## src/rtl/buf_id_pool_if.sv

```systemverilog
// Handshake/bus bundle between data_ctrl, the scheduler and buf_id_pool.
// The slave modport is the pool side. The master modport is the requester side.
// Address width is derived from the ID width and the slot shift.
interface buf_id_pool_if #(
   parameter int ID_WIDTH   = 4,
   parameter int SLOT_SHIFT = 7
);
   localparam int ADDR_WIDTH = ID_WIDTH + SLOT_SHIFT;

   logic                  init_done;
   logic                  alloc_req;
   logic                  alloc_grant;
   logic [ID_WIDTH-1:0]   alloc_id;
   logic [ADDR_WIDTH-1:0] alloc_waddr;
   logic                  rd_req;
   logic [ID_WIDTH-1:0]   rd_id;
   logic [ADDR_WIDTH-1:0] rd_raddr;
   logic                  rd_raddr_wr;
   logic                  rel_wr;
   logic [ID_WIDTH-1:0]   rel_id;
   logic [ID_WIDTH:0]     free_count;
   logic                  pool_empty;
   logic                  err_dfree;

   modport slave (
      input  alloc_req, rd_req, rd_id, rel_wr, rel_id,
      output init_done, alloc_grant, alloc_id, alloc_waddr, rd_raddr, rd_raddr_wr,
             free_count, pool_empty, err_dfree
   );

   modport master (
      output alloc_req, rd_req, rd_id, rel_wr, rel_id,
      input  init_done, alloc_grant, alloc_id, alloc_waddr, rd_raddr, rd_raddr_wr,
             free_count, pool_empty, err_dfree
   );
endinterface

```

## src/rtl/buf_id_pool.sv

```systemverilog
// Free-buffer-ID pool: a circular free list hands out IDs and base addresses, maps read IDs to addresses, and takes IDs back.
// Latency: a grant, a read address or an error pulse appears one cycle after the request. After reset, INIT takes 2**ID_WIDTH cycles.
// Backpressure: alloc_req is a level signal that is granted every cycle while the pool is non-empty. Releases into a full pool are rejected with err_dfree.
// Optional ID_POOL_DFREE_CHK_EN: an allocated-ID bitmap also rejects double or unknown frees.
module buf_id_pool #(
   parameter int ID_WIDTH   = 4,
   parameter int SLOT_SHIFT = 7
) (
   input  logic           clk,
   input  logic           rst_n,
   buf_id_pool_if.slave   bus
);
   localparam int ADDR_WIDTH = ID_WIDTH + SLOT_SHIFT;
   localparam int N          = 1 << ID_WIDTH;
   localparam logic [ID_WIDTH:0] FULL_CNT = (ID_WIDTH+1)'(N);

   typedef enum logic {ST_INIT, ST_RUN} state_t;

   state_t                r_state;
   state_t                w_state_nxt;
   logic                  w_run;
   logic                  w_init_wr;

   logic [ID_WIDTH-1:0]   r_list [N];
   logic [ID_WIDTH-1:0]   r_rd_ptr;
   logic [ID_WIDTH-1:0]   r_wr_ptr;
   logic [ID_WIDTH:0]     r_free_count;

   logic                  r_alloc_grant;
   logic [ID_WIDTH-1:0]   r_alloc_id;
   logic                  r_rd_raddr_wr;
   logic [ID_WIDTH-1:0]   r_rd_id;
   logic                  r_err_dfree;

   logic                  w_grant;
   logic                  w_rel_known;
   logic                  w_rel_ok;
   logic                  w_rel_err;
   logic                  w_push;
   logic [ID_WIDTH-1:0]   w_push_id;
   logic [ADDR_WIDTH-1:0] w_alloc_waddr;
   logic [ADDR_WIDTH-1:0] w_rd_raddr;

   // FSM state register: reset always restarts the INIT fill.
   always_ff @(posedge clk or negedge rst_n) begin
      if (!rst_n) r_state <= ST_INIT;
      else        r_state <= w_state_nxt;
   end

   // Next state: leave INIT on the cycle that writes the last ID. RUN is left only by reset.
   always_comb begin
      w_state_nxt = r_state;
      if (r_state == ST_INIT && r_free_count == FULL_CNT - 1'b1)
         w_state_nxt = ST_RUN;
   end

   // FSM outputs: INIT writes one ID per cycle, RUN serves requests.
   always_comb begin
      w_run     = 1'b0;
      w_init_wr = 1'b0;
      case (r_state)
         ST_INIT: w_init_wr = 1'b1;
         ST_RUN:  w_run     = 1'b1;
         default: ;
      endcase
   end

`ifdef ID_POOL_DFREE_CHK_EN
   logic [N-1:0] r_alloc_map;

   // Allocated bitmap: set on grant, cleared on accepted release. The release sees the pre-grant map.
   always_ff @(posedge clk or negedge rst_n) begin
      if (!rst_n) begin
         r_alloc_map <= '0;
      end else begin
         if (w_rel_ok) r_alloc_map[bus.rel_id] <= 1'b0;
         if (w_grant)  r_alloc_map[r_list[r_rd_ptr]] <= 1'b1;
      end
   end

   assign w_rel_known = r_alloc_map[bus.rel_id];
`else
   assign w_rel_known = 1'b1;
`endif

   // The grant decision uses the current count, so a release into an empty pool grants on the next cycle.
   assign w_grant   = w_run & bus.alloc_req & (r_free_count != '0);
   assign w_rel_ok  = w_run & bus.rel_wr & (r_free_count != FULL_CNT) & w_rel_known;
   assign w_rel_err = w_run & bus.rel_wr & ~w_rel_ok;
   assign w_push    = w_init_wr | w_rel_ok;
   assign w_push_id = w_init_wr ? r_wr_ptr : bus.rel_id;

   // Free list storage: INIT writes the ID equal to the pointer, RUN pushes released IDs at the tail.
   always_ff @(posedge clk or negedge rst_n) begin
      if (!rst_n) begin
         for (int i = 0; i < N; i++) r_list[i] <= '0;
      end else if (w_push) begin
         r_list[r_wr_ptr] <= w_push_id;
      end
   end

   // Pointers wrap modulo N. The count moves by push minus pop.
   always_ff @(posedge clk or negedge rst_n) begin
      if (!rst_n) begin
         r_rd_ptr     <= '0;
         r_wr_ptr     <= '0;
         r_free_count <= '0;
      end else begin
         if (w_push)  r_wr_ptr <= r_wr_ptr + ID_WIDTH'(1);
         if (w_grant) r_rd_ptr <= r_rd_ptr + ID_WIDTH'(1);
         r_free_count <= r_free_count + (ID_WIDTH+1)'(w_push) - (ID_WIDTH+1)'(w_grant);
      end
   end

   // Registered responses: one-cycle pulses. The ID and read ID hold between pulses.
   always_ff @(posedge clk or negedge rst_n) begin
      if (!rst_n) begin
         r_alloc_grant <= 1'b0;
         r_alloc_id    <= '0;
         r_rd_raddr_wr <= 1'b0;
         r_rd_id       <= '0;
         r_err_dfree   <= 1'b0;
      end else begin
         r_alloc_grant <= w_grant;
         if (w_grant) r_alloc_id <= r_list[r_rd_ptr];
         r_rd_raddr_wr <= w_run & bus.rd_req;
         if (w_run & bus.rd_req) r_rd_id <= bus.rd_id;
         r_err_dfree   <= w_rel_err;
      end
   end

   assign w_alloc_waddr   = {r_alloc_id, {SLOT_SHIFT{1'b0}}};
   assign w_rd_raddr      = {r_rd_id, {SLOT_SHIFT{1'b0}}};

   assign bus.init_done   = w_run;
   assign bus.alloc_grant = r_alloc_grant;
   assign bus.alloc_id    = r_alloc_id;
   assign bus.alloc_waddr = w_alloc_waddr;
   assign bus.rd_raddr    = w_rd_raddr;
   assign bus.rd_raddr_wr = r_rd_raddr_wr;
   assign bus.free_count  = r_free_count;
   assign bus.pool_empty  = (r_free_count == '0);
   assign bus.err_dfree   = r_err_dfree;
endmodule

```

## src/flat_wrapper.sv

```systemverilog
// flat-port wrapper written by rule: the top's interface ports become plain ports
module buf_id_pool_flat 
#(
   parameter int ID_WIDTH   = 4,
   parameter int SLOT_SHIFT = 7
)
  (clk, rst_n, bus_alloc_req, bus_rd_req, bus_rd_id, bus_rel_wr, bus_rel_id, bus_init_done, bus_alloc_grant, bus_alloc_id, bus_alloc_waddr, bus_rd_raddr, bus_rd_raddr_wr, bus_free_count, bus_pool_empty, bus_err_dfree);
  buf_id_pool_if #(.ID_WIDTH(ID_WIDTH), .SLOT_SHIFT(SLOT_SHIFT)) bus_i ();
  input  logic clk;
  input  logic rst_n;
  input wire logic [$bits(bus_i.alloc_req)-1:0] bus_alloc_req;
  input wire logic [$bits(bus_i.rd_req)-1:0] bus_rd_req;
  input wire logic [$bits(bus_i.rd_id)-1:0] bus_rd_id;
  input wire logic [$bits(bus_i.rel_wr)-1:0] bus_rel_wr;
  input wire logic [$bits(bus_i.rel_id)-1:0] bus_rel_id;
  output wire logic [$bits(bus_i.init_done)-1:0] bus_init_done;
  output wire logic [$bits(bus_i.alloc_grant)-1:0] bus_alloc_grant;
  output wire logic [$bits(bus_i.alloc_id)-1:0] bus_alloc_id;
  output wire logic [$bits(bus_i.alloc_waddr)-1:0] bus_alloc_waddr;
  output wire logic [$bits(bus_i.rd_raddr)-1:0] bus_rd_raddr;
  output wire logic [$bits(bus_i.rd_raddr_wr)-1:0] bus_rd_raddr_wr;
  output wire logic [$bits(bus_i.free_count)-1:0] bus_free_count;
  output wire logic [$bits(bus_i.pool_empty)-1:0] bus_pool_empty;
  output wire logic [$bits(bus_i.err_dfree)-1:0] bus_err_dfree;
  assign bus_i.alloc_req = bus_alloc_req;
  assign bus_i.rd_req = bus_rd_req;
  assign bus_i.rd_id = bus_rd_id;
  assign bus_i.rel_wr = bus_rel_wr;
  assign bus_i.rel_id = bus_rel_id;
  assign bus_init_done = bus_i.init_done;
  assign bus_alloc_grant = bus_i.alloc_grant;
  assign bus_alloc_id = bus_i.alloc_id;
  assign bus_alloc_waddr = bus_i.alloc_waddr;
  assign bus_rd_raddr = bus_i.rd_raddr;
  assign bus_rd_raddr_wr = bus_i.rd_raddr_wr;
  assign bus_free_count = bus_i.free_count;
  assign bus_pool_empty = bus_i.pool_empty;
  assign bus_err_dfree = bus_i.err_dfree;
  buf_id_pool #(.ID_WIDTH(ID_WIDTH), .SLOT_SHIFT(SLOT_SHIFT)) u_core (.clk(clk), .rst_n(rst_n), .bus(bus_i));
endmodule
```

## config.mk

```make
export PLATFORM = sky130hd
export DESIGN_NAME = buf_id_pool_flat
export DESIGN_NICKNAME = d
export VERILOG_FILES = /design/src/rtl/buf_id_pool_if.sv /design/src/rtl/buf_id_pool.sv /design/src/flat_wrapper.sv
export SDC_FILE = /design/constraint.sdc
export NUM_CORES = 1
export LEC_CHECK = 0
export CAP_MARGIN = 20
export CORE_ASPECT_RATIO = 0.75
export CORE_UTILIZATION = 35
export CTS_CLUSTER_SIZE = 12
export DETAILED_ROUTE_END_ITERATION = 10
export SETUP_SLACK_MARGIN = 0.15
export SYNTH_ARGS = -nofsm -noshare
export SYNTH_HDL_FRONTEND = slang
export SYNTH_SLANG_ARGS = --single-unit
```

## constraint.sdc

```tcl
create_clock -name clk -period 2.3 [get_ports clk]
set_input_delay 0.345 -clock clk [delete_from_list [all_inputs] [get_ports clk]]
set_output_delay 0.345 -clock clk [all_outputs]
set_load 0.01 [all_outputs]
```

[Word level (Yosys, flattened, before mapping)]
Index checks and enable logic that the tools add are counted.
Operators by class
  add/subtract/negate cells: 4
  magnitude comparators: 3
  eq/ne operators: 2
  mux-type cells: 9
  bitwise logic cells: 11
  reductions and logical operators: 4
Operators with widths (number)
  $bwmux 64: 1
  $bmux 4 s4: 1
  $demux 4 s4: 1
  $mux 4: 4
  $ge 5x5->1 const B: 2
  $not 4->5: 2
  $add 4x1->4 const B: 2
  $and 1x1->1: 6
  $add 5x1->5: 1
  $eq 5x4->1 const B: 1
  $logic_not 5->1: 1
  $lt 5x1->1 const B: 1
  $ne 5x5->1 const B: 1
  $reduce_bool 5->1: 1
  $sub 5x1->5: 1
  $logic_and 1x1->1: 2
  $mux 1: 2
  $not 1->1: 2
  $or 1x1->1: 1
Storage, ports and cells
  flip-flop bits (word level): 89
  input port bits: 13
  output and inout bits: 36
  logic and storage cells: 58

[Longest topological paths before layout]
Gate-level depths: netlist of run 1.
  depth in word-level cells: 6
  mapped depth: 14
  gate-level depth less buffers: 13

[Worst setup path after synthesis of run 1]
Ideal clock, no wire load.
  kind: reg-to-reg
  start point: reg u_core.r_free_count[3] (netlist: u_core.bus.free_count[3])
  end point: reg u_core.r_free_count[4] (netlist: u_core.bus.free_count[4])
  library setup time: 0.123 ns
  arrival: 2.578 ns
  data required time: 2.177 ns
  path slack: -0.401 ns
  cell stages (with the launch flop): 15
  path buffers: 1
  period minus slack after synthesis: 2.701 ns
  cells stage by stage: dfrtp_1 -> inv_1 -> ha_1 -> nor4b_2 -> or2_1 -> buf_6 -> inv_4 -> ha_1 -> inv_1 -> ha_1 -> fa_1 -> a21oi_1 -> nor2_1 -> nor2_1 -> xnor2_1
On the way
  elaborated cells between the ends (all ways): 7
  classes of those cells: add/sub (2); eq/ne (1); bitwise (3); reduce/logical (1)
RTL lines
  from (decl): line buf_id_pool.sv:27  | logic [ID_WIDTH:0] r_free_count;
  from (signal assigned): line buf_id_pool.sv:111  | r_free_count <= r_free_count + (ID_WIDTH+1)'(w_push) - (ID_WIDTH+1)'(w_grant);
  $reduce_bool 5->1: line buf_id_pool.sv:87  | assign w_grant = w_run & bus.alloc_req & (r_free_count != '0);
  $and 1x1->1: line buf_id_pool.sv:87
  named net u_core.w_grant: line buf_id_pool.sv:35  | logic w_grant;
  $sub 5x1->5: line buf_id_pool.sv:111
The timed path passes the listed nets, and every way through them passes these cells.
A chain may end at the register's enable or synchronous reset.

[Worst setup path in the final report of run 1]
  start point: reg u_core.r_free_count[2] (netlist: u_core.bus.free_count[2])
  end point: reg u_core.r_free_count[4] (netlist: u_core.bus.free_count[4])
Same word-level chain as after synthesis.

==> metrics.yaml, run 1 <==
floorplan:
  die_w_microns: 134
  coreArea_sq_um: 12500
  effective_utilization_at_floorplan_pct: 36.6
  boundaryPins: 49
  die_height_microns: 101
  fp.dieArea_sq_um: 13600
  placement_rows: 35
place:
  globalplace.congestion: 0.735
  hpwl_mm: 6.80
  placed_area_sq_um: 5170
  placement.setup.worst_slack_ps: -205
  placement.io_buffers: 34
  placed_instance_count: 527
min_path:
  timing.hold.worst.class: "input pin to async pin"
synth:
  syn_inst: 324
  synth.cell_area_sq_um: 4580
  synth-main-ff-cell: "sky130_fd_sc_hd__dfrtp_1"
  synth_edf_count: 0
  ys_types: 42
  synth_warnings: 0
  ys_seq_elements: 89
  seq_area_frac_synth_pct: 48.6
  synth.avg_cell_area_sq_um: 14.1
  synth_async_sr_flop_share_pct: 100
final_layout:
  stdcell_count: 550
  signed_area_change_from_the_synthesized_netlist_to_the_final_layout_pct: 20.4
  layout-drive-gt1-share_pct: 40.1
  post-route-cell-area_sq_um: 5520
  count_of_nets_after_finishing: 405
  number_of_inserted_diodes: 0
clock_network:
  clkTransAtPathRegs_ps: 60
  worstSkewPairLatency_ps: 340
  cts-hold-fix-buffers: 0
  ctsRootBufferMaster: "sky130_fd_sc_hd__clkbuf_16"
  tritoncts.num_buffers: 9
  ctsLongestPathBuffers: 2
  max_h_tree_level: 3
  cts_tree: "yes"
  cts.sinks: 89
timing:
  hold_slack_ps: -0.0215
  rsz0062_at_grt: "true"
  timing_worst_slew_pin_value_ps: 678
  worst_slack_ps: -109
  slew_headroom_pct: 54.8
  period_needed_ps: 2410
  worst_clock_skew_ps: 5.62
  final-setup-viol-count: 2
  maxClockFrequency_mhz: 415
  finalMaxSlewViolations: 0
  layout_worst_path_cycle_share_pct: 105
  timing_hold_violations_final: 1
global_route:
  grt-ovfl-total: 0
  grt_antenna_before_repair: 0
  via_count_of_the_first_global_routing_pass: 2837
  total_routing_usage_reported_by_global_routing_pct: 15.4
  pin_count_of_the_biggest_net_entering_global_routing: 46
  grt_pass1_wl_mm: 15.4
power_and_ir_drop:
  vdd_ir_drop_max_mv: 0.579
  total_leakage_power_uw: 0.00241
  cellPowerDensity_nw_per_um2: 1330
routing:
  detail_route.first_pass.iterations: 4
  drt_first_iter_violations: 113
  detail_route.drc_violations: 0
  route.detailed.vias_per_inst: 4.96
  wire_per_inst_microns: 17.1
  detailroute.via_count: 2730
  ant_nets: 0
  postRouteWirelength_mm: 9.42
status:
  failed_checks: "hold timing, setup timing"
  outcome: "complete, but fails checks"
worst_setup_path:
  path_max_fanout: 2
  arrival_ps: 2670
  cp_data_required_time_ps: 2560
  critical_path.startpoint_type: "flip-flop"
  cp-end-kind: "flip-flop"
  worstSetupPathType: "flip-flop to flip-flop"
job:
  timing.max_cap.violations: 0
[area by class of cell]
cell class	count	area (sq um)
fillers	1172	7000
flip-flops and latches	89	2230
multi-input cells	200	2140
repair buffers	66	604
clock buffers	10	239
well taps	166	208
inverters	13	56.3
clock inverters	6	41.3
[cell usage after synthesis, types with 2 or more instances]
library cell                count  area, sq um
sky130_fd_sc_hd__dfrtp_1       89         2230
sky130_fd_sc_hd__mux2_2        70          788
sky130_fd_sc_hd__buf_4         18          135
sky130_fd_sc_hd__nand2_1       15         56.3
sky130_fd_sc_hd__ha_1          12          150
sky130_fd_sc_hd__inv_1         12         45.0
sky130_fd_sc_hd__mux2i_1       10          100
sky130_fd_sc_hd__nand3_4        8          140
sky130_fd_sc_hd__buf_2          7         35.0
sky130_fd_sc_hd__xnor2_1        7         61.3
sky130_fd_sc_hd__mux4_1         6          158
sky130_fd_sc_hd__mux4_2         6          135
sky130_fd_sc_hd__a21oi_1        4         20.0
sky130_fd_sc_hd__buf_6          4         45.0
sky130_fd_sc_hd__clkbuf_1       4         15.0
sky130_fd_sc_hd__nand3_2        4         40.0
sky130_fd_sc_hd__nor2_1         4         15.0
sky130_fd_sc_hd__nor2b_1        4         25.0
sky130_fd_sc_hd__a22oi_1        3         22.5
sky130_fd_sc_hd__nand4_1        3         18.8
sky130_fd_sc_hd__o2111ai_1      3         26.3
sky130_fd_sc_hd__o21ai_0        3         15.0
sky130_fd_sc_hd__o311ai_1       3         26.3
sky130_fd_sc_hd__xor2_1         3         26.3
sky130_fd_sc_hd__and2b_1        2         15.0
sky130_fd_sc_hd__and3_1         2         12.5
sky130_fd_sc_hd__nand4_4        2         42.5
sky130_fd_sc_hd__o211ai_1       2         15.0
[worst max-delay path, stage by stage, from the launching register on]
cell,delay (ps)
sky130_fd_sc_hd__dfrtp_1,390
sky130_fd_sc_hd__inv_2,80
sky130_fd_sc_hd__ha_4,130
sky130_fd_sc_hd__nor4b_4,250
sky130_fd_sc_hd__or2_4,220
sky130_fd_sc_hd__inv_8,30
sky130_fd_sc_hd__ha_4,250
sky130_fd_sc_hd__inv_2,40
sky130_fd_sc_hd__ha_4,150
sky130_fd_sc_hd__fa_2,350
sky130_fd_sc_hd__a21oi_2,140
sky130_fd_sc_hd__nor2_1,50
sky130_fd_sc_hd__nor2_1,110
sky130_fd_sc_hd__xnor2_1,130
[layout by cell type, fill, tap and decap left out, types with 4 or more instances in the layout]
master                             n
sky130_fd_sc_hd__inv_1             9
sky130_fd_sc_hd__mux2i_1          10
sky130_fd_sc_hd__clkbuf_16         9
sky130_fd_sc_hd__mux4_1            6
sky130_fd_sc_hd__xnor2_1           7
sky130_fd_sc_hd__conb_1           14
sky130_fd_sc_hd__nand3_2           4
sky130_fd_sc_hd__mux4_2            6
sky130_fd_sc_hd__clkdlybuf4s50_1  32
sky130_fd_sc_hd__buf_4            31
sky130_fd_sc_hd__mux2_2           70
sky130_fd_sc_hd__dfrtp_1          89
sky130_fd_sc_hd__nor2b_1           4
sky130_fd_sc_hd__nand2_1          15
sky130_fd_sc_hd__nand3_4           8
sky130_fd_sc_hd__nor2_1            4
sky130_fd_sc_hd__ha_1              9
[power breakdown]
| group | internal (uW) | switching [uW] | total, uW |
|---|---|---|---|
| Combinational | 1810 | 1360 | 3170 |
| Clock | 761 | 607 | 1370 |
| Sequential | 2260 | 570 | 2830 |
[through the flow]
step	setup TNS (ps)	total power, uW	hold slack [ps]	util (%)
after global placement	-95.8	5810	377	41.3
final	-189	7370	-0.0215	44.1
after floorplan	-284	4970	49.4	-
after detailed placement	-287	5940	386	41.3
after global routing	-403	7840	42.4	44.1
after CTS	-106	7420	15.2	44.0
[cell families (layout without fill, tap and decap cells)]
family | after synthesis | count (layout) | synth area share [%]
compound gates | 22 | 22 | 3.79
xor+xnor | 10 | 10 | 1.91
fa+ha+maj | 13 | 13 | 3.71
buf+inv | 48 | 95 | 6.90
flops | 89 | 89 | 48.6
mux | 92 | 92 | 25.8
other cells | 1 | 14 | 0.0818
simple gates | 49 | 49 | 9.25
[worst paths after layout]
kind	from	end	slack, ps	cells after the start
worst max-delay path	u_core.bus.free_count[2]	u_core.bus.free_count[4]	-110	13
worst min-delay path	rst_n	u_core.r_list[25]	-0.02	1
worst max register to register	u_core.bus.free_count[2]	u_core.bus.free_count[4]	-110	13
worst min register to register	u_core.r_list[49]	u_core.r_list[49]	500	1
max in group asynchronous	rst_n	u_core.r_list[63]	1710	2
min in group clk	u_core.r_list[49]	u_core.r_list[49]	500	1
[sequential cells by signal, summed over array words and instances, names as in the netlist]
signal	cells
u_core.bus.alloc_grant	1
u_core.bus.alloc_id	4
u_core.bus.err_dfree	1
u_core.bus.free_count	5
u_core.bus.rd_raddr_wr	1
u_core.r_list	64
u_core.r_rd_id	4
u_core.r_rd_ptr	4
u_core.r_state	1
u_core.r_wr_ptr	4
[metal layers]
metal  wire (microns)  GRT usage, %  share of wire [%]
met1             4700          22.1                 50
met2             4090          23.0                 43
met3              539          4.32                5.7
met4               97          3.89                1.0
met5                0             0                  0
[what timing repair did]
item / 4_1_cts / 5_1_grt
setup buffers: 6 / 1
resized for setup: 6 / 1
setup endpoints to repair: 5 / 4
pin swaps: 7 / 1
Note: power is estimated with default switching activity, not from simulation.
==> inputs of run 2 (changes only) <==
--- a/config.mk
+++ b/config.mk
@@ -10,6 +10,7 @@
 export CORE_UTILIZATION = 35
 export CTS_CLUSTER_SIZE = 12
 export DETAILED_ROUTE_END_ITERATION = 10
+export REMOVE_ABC_BUFFERS = 1
 export SETUP_SLACK_MARGIN = 0.15
 export SYNTH_ARGS = -nofsm -noshare
 export SYNTH_HDL_FRONTEND = slang
==> run 2 against run 1 <==
The run ends with setup timing left; count of clock-buffer cells in the layout stayed put; die area stayed put; utilization is 0.95 points higher; via count is 0.40% lower; clock skew is 1.1 ps higher; routed wire length is 7.5% higher.
==> metrics.yaml, run 2 (same netlist as run 1, synthesis figures left out) <==
timing:
  finalMaxSlewViolations: 0  # unchanged
  layout_worst_path_cycle_share_pct: 102  # -2.9 points
  final-setup-viol-count: 2  # unchanged
  worst_clock_skew_ps: 6.76  # +1.14 ps
  final.setup.tns_ps: -70.5  # +119 ps
  rsz0062_at_grt: "true"
  maxClockFrequency_mhz: 427  # +2.9%
  timing_worst_slew_pin_value_ps: 548  # -130 ps
  period_needed_ps: 2340  # -67.7 ps
  timing_hold_violations_final: 0  # -1
  slew_headroom_pct: 63.5  # +8.7 points
  hold_slack_ps: 458  # +458 ps
  worst_slack_ps: -40.8  # +67.7 ps
power_and_ir_drop:
  vdd_ir_drop_max_mv: 0.530  # -8.4%
  cellPowerDensity_nw_per_um2: 1360  # +2.2%
  total_leakage_power_uw: 0.00250  # +3.6%
final_layout:
  area_of_combinational_cells_with_multiple_inputs_sq_um: 2170  # +1.4%
  count_of_nets_after_finishing: 409  # +0.99%
  number_of_inserted_diodes: 0  # unchanged
  post-route-cell-area_sq_um: 5640  # +2.2%
  filler_cell_count: 1137  # -3.0%
  layout.cells.most_common: "sky130_fd_sc_hd__dfrtp_1"
  stdcell_count: 554  # +0.73%
  most_flop_heavy_register: "u_core.r_list"
  largest_reg_flops: 64  # unchanged
  sequential_cell_area_sq_um: 2230  # unchanged
  layout.cells.most_common_list: "sky130_fd_sc_hd__dfrtp_1 (89), sky130_fd_sc_hd__mux2_2 (62), sky130_fd_sc_hd__clkdlybuf4s50_1 (32), sky130_fd_sc_hd__buf_4 (30), sky130_fd_sc_hd__nand2_1 (15)"
  layout-drive-gt1-share_pct: 40.2  # +0.10 points
  signed_area_change_from_the_synthesized_netlist_to_the_final_layout_pct: 23.0
floorplan:
  placement_rows: 35  # unchanged
  coreArea_sq_um: 12500  # unchanged
  fp.dieArea_sq_um: 13600  # unchanged
  boundaryPins: 49  # unchanged
  die_height_microns: 101  # unchanged
  effective_utilization_at_floorplan_pct: 36.6  # unchanged
  die_w_microns: 134  # unchanged
place:
  placement.io_buffers: 34  # unchanged
  placed_instance_count: 526  # -0.19%
  globalplace.congestion: 0.752  # +2.2%
  placed_area_sq_um: 5120  # -1.1%
  hpwl_mm: 7.02  # +3.1%
  placement.setup.worst_slack_ps: -207  # -2.06 ps
routing:
  postRouteWirelength_mm: 10.1  # +7.5%
  wire_per_inst_microns: 18.3  # +6.7%
  drt_first_iter_violations: 135  # +19%
  detail_route.first_pass.iterations: 4  # unchanged
  ant_nets: 0  # unchanged
  detail_route.drc_violations: 0  # unchanged
  route.detailed.vias_per_inst: 4.91  # -1.1%
  detailroute.via_count: 2719  # -0.40%
clock_network:
  clkTransAtPathRegs_ps: 70  # about the same
  cts_tree: "yes"
  tritoncts.num_buffers: 9  # unchanged
  max_h_tree_level: 3  # unchanged
  cts.sinks: 89  # unchanged
  worstSkewPairLatency_ps: 350  # about the same
  ctsRootBufferMaster: "sky130_fd_sc_hd__clkbuf_16"
  ctsLongestPathBuffers: 2  # unchanged
worst_setup_path:
  worst-r2r-setup-slack_ps: -40  # +70 ps
  worst-r2r-cell-count: 12  # -1
  critical_path.startpoint_type: "flip-flop"
  cp_data_required_time_ps: 2540  # -20 ps
  cp-end-kind: "flip-flop"
  path_max_fanout: 2  # unchanged
  critical_path_s_largest_stage_delay_ps: 390  # about the same
  critPathSlowestCell: "sky130_fd_sc_hd__dfrtp_1"
  worstSetupPathType: "flip-flop to flip-flop"
  critical-path-top-cell-by-count: "sky130_fd_sc_hd__ha_4"
  crit_chain: "inv_2, ha_4, nor4b_4, or2_4, inv_4, ha_4, inv_2, ha_4, fa_2, buf_4, buf_4, xor2_1"
  arrival_ps: 2580  # -90 ps
status:
  failed_checks: "setup timing"
  outcome: "complete, but fails checks"
job:
  timing.max_cap.violations: 0  # unchanged
global_route:
  grt_pass1_wl_mm: 16.0  # +3.8%
  via_count_of_the_first_global_routing_pass: 2766  # -2.5%
  grt_antenna_before_repair: 0  # unchanged
  grt-ovfl-total: 0  # unchanged
  pin_count_of_the_biggest_net_entering_global_routing: 63  # +37%
  total_routing_usage_reported_by_global_routing_pct: 16.2  # +0.81 points
min_path:
  timing.hold.worst.class: "input pin to async pin"
==> run 2: report_power, final <==
group          total [uW]  switching, uW  internal, uW
sequential           2800            535          2260
combinational        3380           1470          1910
clock                1510            642           873
total                7690           2650          5050
==> run 2: repair_timing <==
| item | in CTS | in global routing |
|---|---|---|
| resized for setup | 10 | 16 |
| cloned | 0 | 1 |
| buffers inserted | 5 | 5 |
| pin swaps | 11 | 5 |
| endpoints found under the setup margin | 39 | 25 |
| hold buffers | 1 | 0 |
| endpoints found under the hold margin | 27 | 0 |
==> run 2: cell type report <==
cell class | count | area share [%]
Clock buffer | 10 | 4.24
Clock inverter | 6 | 1.20
Inverter | 13 | 0.910
Multi-Input combinational cell | 200 | 38.6
Sequential cell | 89 | 39.5
Tap cell | 166 | 3.68
Timing Repair Buffer | 70 | 11.9
==> run 2: through the flow <==
step | utilization (%) | power, uW
final | 45.0 | 7690
after global routing | 45.0 | 8160
after CTS | 44.1 | 7540
after detailed placement | 40.9 | 5910
after global placement | 40.9 | 5820
after floorplan | - | 4710
==> run 2: worst max-delay path: cells and delay by family, from the launching register on <==
family | cells | cell delay (ps)
xor gates and xnor gates | 1 | 130
buffers and inverters | 5 | 430
DFF | 1 | 390
and+or+nand+nor | 2 | 380
adders and majority gates | 4 | 900
==> run 2: worst paths after layout <==
path	startpoint	endpoint
max in group asynchronous	rst_n	u_core.r_list[32]
min in group clk	u_core.r_list[59]	u_core.r_list[59]
min	rst_n	u_core.r_rd_id[3]
max reg2reg	u_core.bus.free_count[2]	u_core.bus.free_count[2]
max	u_core.bus.free_count[2]	u_core.bus.free_count[2]
min reg2reg	u_core.r_list[59]	u_core.r_list[59]
==> run 2: metal layers <==
metal	vias to the layer above	share of wire [%]	track usage [%]
met5	-	0	0
met4	0	0.96	3.89
met3	9	4.5	4.88
met2	63	42	22.6
met1	1390	52	24.4
li1	1257	-	-
==> inputs of run 3 (changes only) <==
--- a/config.mk
+++ b/config.mk
@@ -5,11 +5,12 @@
 export SDC_FILE = /design/constraint.sdc
 export NUM_CORES = 1
 export LEC_CHECK = 0
-export CAP_MARGIN = 20
 export CORE_ASPECT_RATIO = 0.75
-export CORE_UTILIZATION = 35
+export CORE_UTILIZATION = 51
 export CTS_CLUSTER_SIZE = 12
 export DETAILED_ROUTE_END_ITERATION = 10
+export HOLD_SLACK_MARGIN = 0.1
+export PLACE_DENSITY = 0.76
 export REMOVE_ABC_BUFFERS = 1
 export SETUP_SLACK_MARGIN = 0.15
 export SYNTH_ARGS = -nofsm -noshare
==> run 3 against run 2 <==
The run ends with DRC, setup timing left; worst hold slack better by 40 ps; flip-flop and latch count is the same; critical path depth rose by 1.
==> metrics.yaml, run 3 (same netlist as run 1, synthesis figures left out) <==
clock_network:
  ctsRootBufferMaster: "sky130_fd_sc_hd__clkbuf_16"
  clkTransAtPathRegs_ps: 60  # about the same
  max_h_tree_level: 3  # unchanged
  cts_tree: "yes"
  worstSkewPairLatency_ps: 340  # about the same
  ctsLongestPathBuffers: 2  # unchanged
  tritoncts.num_buffers: 9  # unchanged
  cts.sinks: 89  # unchanged
routing:
  detailroute.via_count: 2799  # +2.9%
  detail_route.drc_violations: 5  # +5
  postRouteWirelength_mm: 9.83  # -2.9%
  wire_per_inst_microns: 19.7  # +7.8%
  route.detailed.vias_per_inst: 5.61  # +14%
  ant_nets: 0  # unchanged
  detail_route.first_pass.iterations: 7  # +3
  drt_first_iter_violations: 156  # +16%
timing:
  timing_hold_violations_final: 0  # unchanged
  timing_worst_slew_pin_value_ps: 666  # +118 ps
  layout_worst_path_cycle_share_pct: 105  # +3.4 points
  worst_slack_ps: -118  # -77.6 ps
  final-setup-viol-count: 1  # -1
  maxClockFrequency_mhz: 413  # -3.2%
  rsz0062_at_grt: "true"
  slew_headroom_pct: 55.6  # -7.9 points
  hold_slack_ps: 498  # +39.7 ps
  period_needed_ps: 2420  # +77.6 ps
  worst_clock_skew_ps: 5.61  # -1.15 ps
  finalMaxSlewViolations: 0  # unchanged
power_and_ir_drop:
  vdd_ir_drop_max_mv: 0.850  # +61%
  cellPowerDensity_nw_per_um2: 1400  # +2.7%
  total_leakage_power_uw: 0.00254  # +1.7%
final_layout:
  layout.cells.most_common_list: "sky130_fd_sc_hd__dfrtp_1 (89), sky130_fd_sc_hd__mux2_2 (62), sky130_fd_sc_hd__buf_4 (34), sky130_fd_sc_hd__clkdlybuf4s50_1 (32), sky130_fd_sc_hd__nand2_1 (15)"
  largest_reg_flops: 64  # unchanged
  signed_area_change_from_the_synthesized_netlist_to_the_final_layout_pct: 22.9
  layout-drive-gt1-share_pct: 40.7  # +0.46 points
  most_flop_heavy_register: "u_core.r_list"
  final_core_utilization_pct: 65.5  # +20 points
  filler_cell_count: 610  # -46%
  layout.cells.most_common: "sky130_fd_sc_hd__dfrtp_1"
  count_of_nets_after_finishing: 412  # +0.73%
  number_of_inserted_diodes: 0  # unchanged
global_route:
  via_count_of_the_first_global_routing_pass: 2911  # +5.2%
  total_routing_usage_reported_by_global_routing_pct: 22.3  # +6.1 points
  grt-ovfl-total: 0  # unchanged
  grt_antenna_before_repair: 0  # unchanged
  pin_count_of_the_biggest_net_entering_global_routing: 39  # -38%
  grt_pass1_wl_mm: 15.5  # -3.1%
job:
  timing.max_cap.violations: 0  # unchanged
status:
  failed_checks: "DRC, setup timing"
  outcome: "complete, but fails checks"
worst_setup_path:
  cp-end-kind: "flip-flop"
  critical_path_s_largest_stage_delay_ps: 390  # about the same
  crit_chain: "inv_2, ha_4, nor4b_4, or2_4, inv_4, ha_4, inv_2, ha_4, fa_2, a21oi_2, nor2_1, nor2_1, xnor2_1"
  critPathSlowestCell: "sky130_fd_sc_hd__dfrtp_1"
  critical_path.startpoint_type: "flip-flop"
  path_max_fanout: 2  # unchanged
  worstSetupPathType: "flip-flop to flip-flop"
  arrival_ps: 2660  # +80 ps
  critical-path-top-cell-by-count: "sky130_fd_sc_hd__ha_4"
  cp_data_required_time_ps: 2540  # about the same
floorplan:
  boundaryPins: 49  # unchanged
  die_height_microns: 84.1  # -17%
  coreArea_sq_um: 8600  # -31%
  fp.dieArea_sq_um: 9380  # -31%
  placement_rows: 29  # -17%
  die_w_microns: 111  # -17%
  effective_utilization_at_floorplan_pct: 53.3  # +17 points
place:
  placement.setup.worst_slack_ps: -283  # -75.9 ps
  globalplace.congestion: 0.748  # -0.45%
  placement.io_buffers: 34  # unchanged
  hpwl_mm: 6.57  # -6.4%
min_path:
  timing.hold.worst.class: "input pin to async pin"
## run 3: power by group
part	internal [uW]	total (uW)	switching (uW)
Clock	1170	1750	584
Sequential	2260	2840	578
Combinational	1890	3300	1410
Total	5320	7890	2570
## run 3: what timing repair did
action,CTS,global route
setup buffers,8,5
cloned,0,1
hold buffers,1,0
endpoints found under the setup margin,52,27
gates resized for setup,14,13
hold endpoints to repair,31,0
pin swaps,9,11
## run 3: worst max-delay path: cells and delay by family, from the launching register on
| kind | cells | cell delay [ps] |
|---|---|---|
| flops | 1 | 390 |
| xor+xnor | 1 | 160 |
| compound gates | 1 | 140 |
| simple gates | 4 | 590 |
| fa+ha+maj | 4 | 890 |
| buf+inv | 3 | 160 |
## run 3: path summary, 6_finish.rpt
path	from	end	slack, ps	cells after the start
worst max-delay path	u_core.bus.free_count[2]	u_core.bus.free_count[4]	-120	13
min in group clk	u_core.r_list[63]	u_core.r_list[63]	500	1
worst min register to register	u_core.r_list[63]	u_core.r_list[63]	500	1
worst max register to register	u_core.bus.free_count[2]	u_core.bus.free_count[4]	-120	13
worst min-delay path	rst_n	u_core.r_list[18]	500	2
max in group asynchronous	rst_n	u_core.r_list[52]	1130	3
## run 3: final cells by class
cell class	instances	area [sq um]	share of cell area, %
repair buffers	73	682	12.1
flip-flops and latches	89	2230	39.5
multi-input cells	200	2180	38.7
inverters	13	51.3	0.911
well taps	108	135	2.40
clock buffers	10	229	4.06
clock inverters	6	130	2.31
## run 3: per-stage QoR
stage	total power [uW]	area (sq um)	setup TNS, ps	std cells
global placement	5680	5030	-186	468
finish	7890	5630	-118	499
global route	8350	5630	-273	499
floorplan	4710	4370	-1150	302
detailed placement	5810	5030	-436	468
CTS	7740	5520	-54.1	493
## run 3: metal layers
metal  GRT usage, %  share of wire (%)  vias up
met1           31.8                 46     1462
met5              0                  0        -
met3           5.01                4.1       14
met2           33.5                 48       60
met4           8.60                2.0        0
li1               -                  -     1263
